File: src/rtl/uart_pkg.sv
// ============================================================================
// Module      : uart_pkg
// Description : Shared constants and receiver state encoding for uart_rx_mc.
// Revision    : 1.0 - initial release
// ============================================================================
`default_nettype none

package uart_pkg;

    localparam int PARITY_NONE = 0;
    localparam int PARITY_EVEN = 1;
    localparam int PARITY_ODD  = 2;

    typedef enum logic [2:0] {
        ST_IDLE      = 3'd0,
        ST_START     = 3'd1,
        ST_DATA      = 3'd2,
        ST_PARITY    = 3'd3,
        ST_STOP      = 3'd4,
        ST_WAIT_HIGH = 3'd5
    } rx_state_e;

endpackage

`default_nettype wire

File: src/rtl/uart_rx_fifo.sv
// ============================================================================
// Module      : uart_rx_fifo
// Description : Synchronous FIFO with occupancy count and show-ahead head.
// Revision    : 1.0 - initial release
// ============================================================================
`default_nettype none

module uart_rx_fifo #(
    parameter int WIDTH = 10,
    parameter int DEPTH = 8
) (
    input  logic                     clk,
    input  logic                     rst,
    input  logic                     i_wr_en,
    input  logic [WIDTH-1:0]         i_wr_data,
    input  logic                     i_rd_en,
    output logic [WIDTH-1:0]         o_rd_data,
    output logic                     o_full,
    output logic                     o_empty,
    output logic [$clog2(DEPTH):0]   o_count
);

    localparam int c_aw = $clog2(DEPTH);

    logic [WIDTH-1:0] r_mem [DEPTH];
    logic [c_aw-1:0]  r_wr_ptr;
    logic [c_aw-1:0]  r_rd_ptr;
    logic [c_aw:0]    r_count;
    logic             w_full;
    logic             w_empty;
    logic             w_push;
    logic             w_pop;

    assign w_full  = (r_count == (c_aw+1)'(DEPTH));
    assign w_empty = (r_count == '0);
    assign w_pop   = i_rd_en && !w_empty;
    // A pop in the same cycle frees the slot, so a full FIFO still accepts.
    assign w_push  = i_wr_en && (!w_full || w_pop);

    always_ff @(posedge clk) begin
        if (w_push) begin
            r_mem[r_wr_ptr] <= i_wr_data;
        end
    end

    always_ff @(posedge clk) begin
        if (rst) begin
            r_wr_ptr <= '0;
            r_rd_ptr <= '0;
            r_count  <= '0;
        end else begin
            if (w_push) begin
                r_wr_ptr <= r_wr_ptr + 1'b1;
            end
            if (w_pop) begin
                r_rd_ptr <= r_rd_ptr + 1'b1;
            end
            case ({w_push, w_pop})
                2'b10:   r_count <= r_count + 1'b1;
                2'b01:   r_count <= r_count - 1'b1;
                default: r_count <= r_count;
            endcase
        end
    end

    assign o_rd_data = w_empty ? '0 : r_mem[r_rd_ptr];
    assign o_full    = w_full;
    assign o_empty   = w_empty;
    assign o_count   = r_count;

endmodule

`default_nettype wire

File: src/rtl/uart_rx_mc.sv
// ============================================================================
// Module      : uart_rx_mc
// Description : Oversampling UART receiver with parity/framing checks and FIFO.
// Revision    : 1.0 - initial release
// ============================================================================
`default_nettype none

module uart_rx_mc
    import uart_pkg::*;
#(
    parameter int DATA_BITS   = 8,
    parameter int PARITY_MODE = 1,
    parameter int STOP_BITS   = 1,
    parameter int OVERSAMPLE  = 16,
    parameter int FIFO_DEPTH  = 8
) (
    input  logic                          clk_rx,
    input  logic                          rst,
    input  logic                          datain_rx,
    input  logic                          sample_tick,
    input  logic                          rx_enable,
    input  logic                          rd_en,
    input  logic                          err_clr,
    output logic [DATA_BITS-1:0]          rx_data,
    output logic                          rx_perr,
    output logic                          rx_ferr,
    output logic                          rx_valid,
    output logic                          rx_busy,
    output logic                          overrun,
    output logic [$clog2(FIFO_DEPTH):0]   fifo_count
);

    localparam int                    c_tick_w   = $clog2(OVERSAMPLE);
    localparam logic [c_tick_w-1:0]   c_tick_mid = c_tick_w'(OVERSAMPLE/2 - 1);
    localparam logic [c_tick_w-1:0]   c_tick_end = c_tick_w'(OVERSAMPLE - 1);
    localparam logic [3:0]            c_bit_last = 4'(DATA_BITS - 1);
    localparam logic                  c_stop_end = 1'(STOP_BITS - 1);
    localparam logic                  c_par_odd  = (PARITY_MODE == PARITY_ODD);
    localparam logic                  c_has_par  = (PARITY_MODE != PARITY_NONE);
    localparam int                    c_entry_w  = DATA_BITS + 2;

    logic                   r_sync1;
    logic                   r_sync2;
    logic                   w_line;
    rx_state_e              r_state;
    logic [c_tick_w-1:0]    r_tick;
    logic [3:0]             r_bit_cnt;
    logic                   r_stop_cnt;
    logic [DATA_BITS-1:0]   r_shift;
    logic                   r_perr;
    logic                   r_ferr;
    logic                   r_overrun;
    logic                   w_bit_end;
    logic                   w_ferr_now;
    logic                   w_wr_en;
    logic [c_entry_w-1:0]   w_wr_data;
    logic [c_entry_w-1:0]   w_head;
    logic                   w_fifo_full;
    logic                   w_fifo_empty;
    logic                   w_overflow;

    // Idle-high reset value keeps a reset from looking like a start bit.
    always_ff @(posedge clk_rx) begin
        if (rst) begin
            r_sync1 <= 1'b1;
            r_sync2 <= 1'b1;
        end else begin
            r_sync1 <= datain_rx;
            r_sync2 <= r_sync1;
        end
    end

    assign w_line     = r_sync2;
    assign w_bit_end  = sample_tick && (r_tick == c_tick_end);
    assign w_ferr_now = r_ferr | ~w_line;
    assign w_wr_en    = (r_state == ST_STOP) && w_bit_end && (r_stop_cnt == c_stop_end);
    assign w_wr_data  = {w_ferr_now, r_perr, r_shift};

    always_ff @(posedge clk_rx) begin
        if (rst) begin
            r_state    <= ST_IDLE;
            r_tick     <= '0;
            r_bit_cnt  <= '0;
            r_stop_cnt <= 1'b0;
            r_shift    <= '0;
            r_perr     <= 1'b0;
            r_ferr     <= 1'b0;
        end else begin
            case (r_state)
                ST_IDLE: begin
                    if (!w_line && rx_enable) begin
                        r_state <= ST_START;
                        r_tick  <= '0;
                    end
                end
                ST_START: begin
                    if (sample_tick) begin
                        if (r_tick == c_tick_mid) begin
                            r_tick <= '0;
                            if (!w_line) begin
                                r_state   <= ST_DATA;
                                r_bit_cnt <= '0;
                                r_perr    <= 1'b0;
                                r_ferr    <= 1'b0;
                            end else begin
                                r_state <= ST_IDLE;
                            end
                        end else begin
                            r_tick <= r_tick + 1'b1;
                        end
                    end
                end
                ST_DATA: begin
                    if (w_bit_end) begin
                        r_tick  <= '0;
                        r_shift <= {w_line, r_shift[DATA_BITS-1:1]};
                        if (r_bit_cnt == c_bit_last) begin
                            r_stop_cnt <= 1'b0;
                            r_state    <= c_has_par ? ST_PARITY : ST_STOP;
                        end else begin
                            r_bit_cnt <= r_bit_cnt + 1'b1;
                        end
                    end else if (sample_tick) begin
                        r_tick <= r_tick + 1'b1;
                    end
                end
                ST_PARITY: begin
                    if (w_bit_end) begin
                        r_tick  <= '0;
                        r_perr  <= w_line ^ (^r_shift) ^ c_par_odd;
                        r_state <= ST_STOP;
                    end else if (sample_tick) begin
                        r_tick <= r_tick + 1'b1;
                    end
                end
                ST_STOP: begin
                    if (w_bit_end) begin
                        r_tick <= '0;
                        r_ferr <= w_ferr_now;
                        if (r_stop_cnt == c_stop_end) begin
                            r_state <= w_ferr_now ? ST_WAIT_HIGH : ST_IDLE;
                        end else begin
                            r_stop_cnt <= r_stop_cnt + 1'b1;
                        end
                    end else if (sample_tick) begin
                        r_tick <= r_tick + 1'b1;
                    end
                end
                ST_WAIT_HIGH: begin
                    if (w_line) begin
                        r_state <= ST_IDLE;
                    end
                end
                default: r_state <= ST_IDLE;
            endcase
        end
    end

    // A full FIFO is always non-empty, so rd_en alone means a pop makes room.
    assign w_overflow = w_wr_en && w_fifo_full && !rd_en;

    always_ff @(posedge clk_rx) begin
        if (rst) begin
            r_overrun <= 1'b0;
        end else if (w_overflow) begin
            r_overrun <= 1'b1;
        end else if (err_clr) begin
            r_overrun <= 1'b0;
        end
    end

    uart_rx_fifo #(
        .WIDTH (c_entry_w),
        .DEPTH (FIFO_DEPTH)
    ) u_fifo (
        .clk       (clk_rx),
        .rst       (rst),
        .i_wr_en   (w_wr_en),
        .i_wr_data (w_wr_data),
        .i_rd_en   (rd_en),
        .o_rd_data (w_head),
        .o_full    (w_fifo_full),
        .o_empty   (w_fifo_empty),
        .o_count   (fifo_count)
    );

    assign {rx_ferr, rx_perr, rx_data} = w_head;
    assign rx_valid = !w_fifo_empty;
    assign rx_busy  = (r_state != ST_IDLE);
    assign overrun  = r_overrun;

endmodule

`default_nettype wire
File: config.mk
export PLATFORM = sky130hd
export DESIGN_NAME = uart_rx_mc
export DESIGN_NICKNAME = d
export VERILOG_FILES = /design/src/rtl/uart_pkg.sv /design/src/rtl/uart_rx_fifo.sv /design/src/rtl/uart_rx_mc.sv
export SDC_FILE = /design/constraint.sdc
export NUM_CORES = 1
export LEC_CHECK = 0
export ABC_AREA = 1
export CORE_ASPECT_RATIO = 1.75
export CORE_MARGIN = 4
export CORE_UTILIZATION = 50
export DETAILED_ROUTE_END_ITERATION = 8
export PLACE_DENSITY = 0.68
export SYNTH_ARGS = -nofsm -noshare
export SYNTH_HDL_FRONTEND = slang
export SYNTH_SLANG_ARGS = --single-unit
File: constraint.sdc
create_clock -name clk_rx -period 2.95 [get_ports clk_rx]
set_input_delay 0.59 -clock clk_rx [delete_from_list [all_inputs] [get_ports clk_rx]]
set_output_delay 0.59 -clock clk_rx [all_outputs]
set_load 0.03 [all_outputs]
Yosys cells after proc, flatten, opt, wreduce, memory -nomap -nowiden

Memory sizes are Yosys's and may differ from the RTL's. A register that Yosys moved wholly into a read port is not among the register bits.
Cells that the tools add are included.

Register bits after elaboration: 35
Bits in writable memories: 80
Bits of input ports: 7
Output and inout port bits: 17
Logic and storage cells: 124
Memories kept: 1

Add/sub/neg operators: 7
Equality and inequality tests: 23
Multiplexer cells: 44
Bitwise gates (word level): 4
Reductions and logical operators: 32

Memory list:

| name         | depth | bits a word | rd ports | clocked after memory_dff | write ports | line               | source |
|---|---|---|---|---|---|---|---|
| u_fifo.r_mem | 8     | 10          | 1        | 1                        | 1           | uart_rx_fifo.sv:25 | `logic [WIDTH-1:0] r_mem [DEPTH];` |

Operators with widths:

| cell                                                | count |
|---|---|
| two-way mux 4 bit                                   | 10 |
| two-way mux 3 bit                                   | 12 |
| != test 2 bit, second input constant                | 11 |
| one-hot mux 3 bit (6 select lines)                  | 1 |
| one-hot mux 4 bit (2 select lines)                  | 2 |
| two-way mux 1 bit                                   | 13 |
| adder 4 x 1 -> 4 bit, second input constant         | 3 |
| one-hot mux 4 bit (3 select lines)                  | 1 |
| nonzero test 2 bit                                  | 6 |
| two-way mux 10 bit                                  | 1 |
| AND reduction 5 bit                                 | 2 |
| AND reduction 9 bit                                 | 1 |
| equality test 4 x 3 -> 1 bit, second input constant | 2 |
| equality test 4 bit, second input constant          | 2 |
| logical AND 1 bit                                   | 8 |
| AND reduction 4 bit                                 | 2 |
| XOR reduction 8 bit                                 | 1 |
| adder 3 x 1 -> 3 bit, second input constant         | 2 |
| equality test 3 x 2 -> 1 bit, second input constant | 2 |
| equality test 3 bit, second input constant          | 2 |
| one-hot mux 1 bit (2 select lines)                  | 3 |
| AND reduction 6 bit                                 | 1 |
| nonzero test 3 bit                                  | 2 |
| zero test 1 bit                                     | 4 |
| other kinds (15)                                    | 16 |

Logic depth before layout (Yosys ltp)

Depth in word-level cells: 7
Depth in mapped cells: 16
Gate-level depth less buffers: 16

Modules after synthesis

From an unflattened synthesis, not the netlist that was laid out.

Cells, all modules: 532
Area total of the unflattened synthesis: 5190.0 µm²

Modules (own cells, without submodules):

| module       | instances | cells an instance | area each (µm²) | seq. area each (µm²) |
|---|---|---|---|---|
| uart_rx_fifo | 1         | 322               | 3836.2          | 2662.6 |
| uart_rx_mc   | 1         | 210               | 1353.8          | 480.5 |

Worst setup path after synthesis

Ideal clock, no wire load.

Kind: register to output
Start point: reg u_fifo.r_count[0], in the netlist u_fifo.o_count[0]
End point: out rx_data[0]
Arrival time: 1.929 ns
Data required time: 2.360 ns
Slack: 0.431 ns
Stages on the path, launching flop included: 6
Buffers on the path: 1
Path through: dfxtp_1 -> nor2_1 -> nand2_1 -> clkbuf_1 -> o21ai_0 -> a31oi_1

Longest elaborated chain between the ends: 2

RTL lines:

| element                | line               | source |
|---|---|---|
| from (decl)            | uart_rx_fifo.sv:28 | `logic [c_aw:0] r_count;` |
| from (signal assigned) | uart_rx_fifo.sv:59 | `2'b10: r_count <= r_count + 1'b1;` |
| from (signal assigned) | uart_rx_fifo.sv:60 | `2'b01: r_count <= r_count - 1'b1;` |
| from (signal assigned) | uart_rx_fifo.sv:61 | `default: r_count <= r_count;` |
| zero test 4 bit        | uart_rx_fifo.sv:35 | `assign w_empty = (r_count == '0);` |
| two-way mux 10 bit     | uart_rx_fifo.sv:66 | `assign o_rd_data = w_empty ? '0 : r_mem[r_rd_ptr];` |
| to (decl)              | uart_rx_mc.sv:24   | `output logic [DATA_BITS-1:0] rx_data,` |

No other way between the ends.

==> impl_metrics.py <==
metrics = {
    "outcome": {
        "status": "completed",
    },
    "timing": {
        "slew_headroom": 0.525,
        "rsz0062_at_grt": "no",
        "slew_viol_final": 0,
        "period_share": 0.929,
        "hold_slack_ns": 0.406,
        "setup_viol": 0,
        "fin_ws_ns": 0.209,
        "worst_clock_skew_ns": 0.00740,
        "tns_ns": 0,
        "hold_violations": 0,
        "worstMarginPinSlew_ns": 0.711,
        "timing.fmax_ghz": 0.365,
        "min_period_ns": 2.74,
    },
    "routing": {
        "drt-wirelength-per-cell_um": 17.0,
        "firstDrtPassIters": 6,
        "routed_wl_um": 12100,
        "drc": 0,
        "vias": 4012,
        "drt-initial-drc-count": 349,
        "postRouteAntennaNets": 0,
        "routed_via_density": 5.63,
    },
    "floorplan": {
        "start_util": 0.515,
        "die_area_um2": 12000,
        "io_pins": 24,
        "core_area_um2": 9910,
        "die_x_um": 84.4,
        "rows": 48,
        "die_h_um": 142,
    },
    "layout": {
        "nNetsFinal": 587,
        "n_antenna_cell": 0,
        "area_delta_synth_final_pct": 20.4,
        "drive_above_1_share": 0.112,
        "nFillCells": 808,
    },
    "global_routing": {
        "grt_pass1_vias": 4090,
        "antenna_found_initial": 0,
        "grt_max_degree": 41,
        "grt_pass1_wl_um": 19700,
        "grt-ovfl-total": 0,
        "grt_usage": 0.215,
    },
    "synth": {
        "synth_cell_types": 31,
        "synthCells": 535,
        "synth_edf_count": 80,
        "synth_fp_nets": 547,
        "synth_most_common_cell": "nor2_1",
        "synth_area_um2": 5100,
        "synth_flop_cell": "edfxtp_1",
        "yosysTopAreaCell": "edfxtp_1",
        "seq_area_frac_synth": 0.616,
        "async_reset_ff_frac": 0,
        "synth_common_cells": "nor2_1 (98), edfxtp_1 (80), o21ai_0 (78)",
        "ys_seq_elements": 117,
        "synth_area_leaders": "edfxtp_1 (47%), dfxtp_1 (15%), o21ai_0 (7.6%)",
        "yosys_warnings": 0,
        "synth.top_cell.area_share": 0.471,
        "syn_avg_cell_area_um2": 9.54,
    },
    "setup_path": {
        "r2r_slack_ns": 0.83,
        "path_class": "register to primary output",
        "cp_cell_sequence": "inv_1 > buf_4 > o21ai_0 > o22ai_1 > o21ai_1 > a31oi_1 > dlygate4sd2_1",
        "critPathBufInv": 3,
        "crit_path_max_incr_delay_ns": 0.43,
        "critPathCaptureType": "primary output",
        "reg2reg_to": "u_fifo.r_mem[0][6]$_DFFE_PP_",
        "reg2regPathDepth": 9,
        "crit_family": "buffers and inverters",
        "critical_path_arrival_ns": 2.15,
        "r2r-start": "r_tick[0]$_SDFFE_PP0P_",
        "critPathLaunchType": "register",
        "slowest_stage": "dlygate4sd2_1",
        "critical_path_required_ns": 2.36,
        "crit_path_max_fanout": 17,
    },
    "min_path": {
        "whs_endpoint": "r_sync2$_SDFF_PP1_",
        "worstHoldPathType": "register to register",
        "min-delay-start": "r_sync1$_SDFF_PP1_",
        "holdPathStages": 1,
    },
    "clock_tree": {
        "ctsHoldBuffers": 0,
        "cts_inserted_buffers": 17,
        "cts_max_level": 4,
        "cts_sinks": 117,
        "tritoncts": "done",
        "clock_latency_ns": 0.40,
        "root_buffer": "clkbuf_16",
        "clk_path_buf_depth": 2,
        "path_clk_slew_ns": 0.05,
    },
    "place": {
        "port_buffers": 23,
        "place_congestion": 0.863,
        "hpwl_um": 8250,
        "preCtsSetupSlack_ns": 0.267,
    },
    "pwr": {
        "power.leakage_nw": 2.51,
        "ir_worst_vdd_uv": 703,
        "power_density_nw_per_um2": 938,
    },
    "flow_run": {
        "drv_cap": 0,
    },
}
## how the worst max path moves through the flow
stage / cells after the start / slack (ns) / endpoint / from
global placement: 7 / 0.32 / rx_data[0] / register
floorplan: 5 / 0.43 / rx_data[0] / u_fifo.o_count[0]$_SDFFE_PP0P_
detailed placement: 7 / 0.27 / rx_ferr / register
global route: 7 / 0.07 / rx_data[2] / register
CTS: 7 / 0.01 / rx_data[5] / register
finish: 7 / 0.21 / rx_ferr / register
## report_power, final
group | internal, mW | switching [mW]
clock network | 1.28 | 0.664
logic | 0.654 | 1.21
registers | 1.84 | 0.119
total | 3.77 | 2.00
## cell families after synthesis
logic type / count (synthesis) / share of synthesized area
AO/OA/AOI/OAI: 127 / 0.131
XOR/XNOR: 6 / 0.0103
adder cells (fa/ha/maj): 5 / 0.0123
buffers and inverters: 63 / 0.0478
flip-flops: 117 / 0.616
AND/OR/NAND/NOR: 217 / 0.183
## timing repair
item	in CTS	in global routing
buffers inserted	0	0
endpoints found under the setup margin	10	4
resized for setup	8	4
## per-layer routing
layer  track usage  wire length (µm)  vias up
met4         0.138               658        0
met2         0.398              6720      140
met1         0.211              4200     1897
met3        0.0511               513       50
li1              -                 -     1925
met5             0                 0        -
## placed cells by master (no fill, tap or decap), types with 2 or more instances in the layout
| cell type | instances |
|---|---|
| nand4_1 | 3 |
| a21oi_1 | 24 |
| dfxtp_1 | 36 |
| clkinv_1 | 2 |
| xnor2_1 | 3 |
| nand2_1 | 71 |
| buf_12 | 2 |
| nor3b_1 | 2 |
| clkbuf_1 | 3 |
| o21ai_1 | 2 |
| or2_2 | 3 |
| dlygate4sd2_1 | 6 |
| nand2_2 | 3 |
| clkbuf_8 | 2 |
| clkdlybuf4s50_1 | 13 |
| clkinv_2 | 3 |
| buf_4 | 16 |
| xor2_1 | 3 |
| clkbuf_16 | 17 |
| a31oi_1 | 10 |
| clkinvlp_4 | 2 |
| nor3_1 | 10 |
| a21oi_2 | 2 |
| nor2_4 | 4 |
| o21ai_0 | 78 |
| ha_1 | 5 |
| nor2_1 | 98 |
| nand3_1 | 18 |
| edfxtp_1 | 80 |
| bufinv_16 | 2 |
| inv_2 | 4 |
| o22ai_1 | 10 |
| dlymetal6s2s_1 | 4 |
| inv_1 | 39 |
## metrics by stage
stage | power, mW | cell area [µm²] | std cells | utilization
floorplan | 3.28 | 5100 | 535 | -
global placement | 3.81 | 5570 | 681 | 0.562
detailed placement | 3.86 | 5570 | 681 | 0.562
CTS | 5.80 | 6140 | 713 | 0.619
global route | 6.13 | 6150 | 713 | 0.620
finish | 5.77 | 6150 | 713 | 0.620
## flip-flops by register name (all words and copies together), names as in the netlist, 3 cells and up, named ones only
| register | cells |
|---|---|
| r_bit_cnt | 4 |
| u_fifo.o_count | 4 |
| u_fifo.r_rd_ptr | 3 |
| r_shift | 8 |
| r_tick | 4 |
| u_fifo.r_mem | 80 |
| r_state | 3 |
| u_fifo.r_wr_ptr | 3 |
## layout make-up
type                       instances  area [µm²]  area share
timing repair buffer              41         393      0.0639
tap                              125         156      0.0254
sequential                       117        3140       0.512
clock buffer                      22         464      0.0755
clock inverter                    10         106      0.0173
multi-input combinational        355        1720       0.280
inverter                          43         161      0.0263
Note: power is estimated with default switching activity, not from simulation.
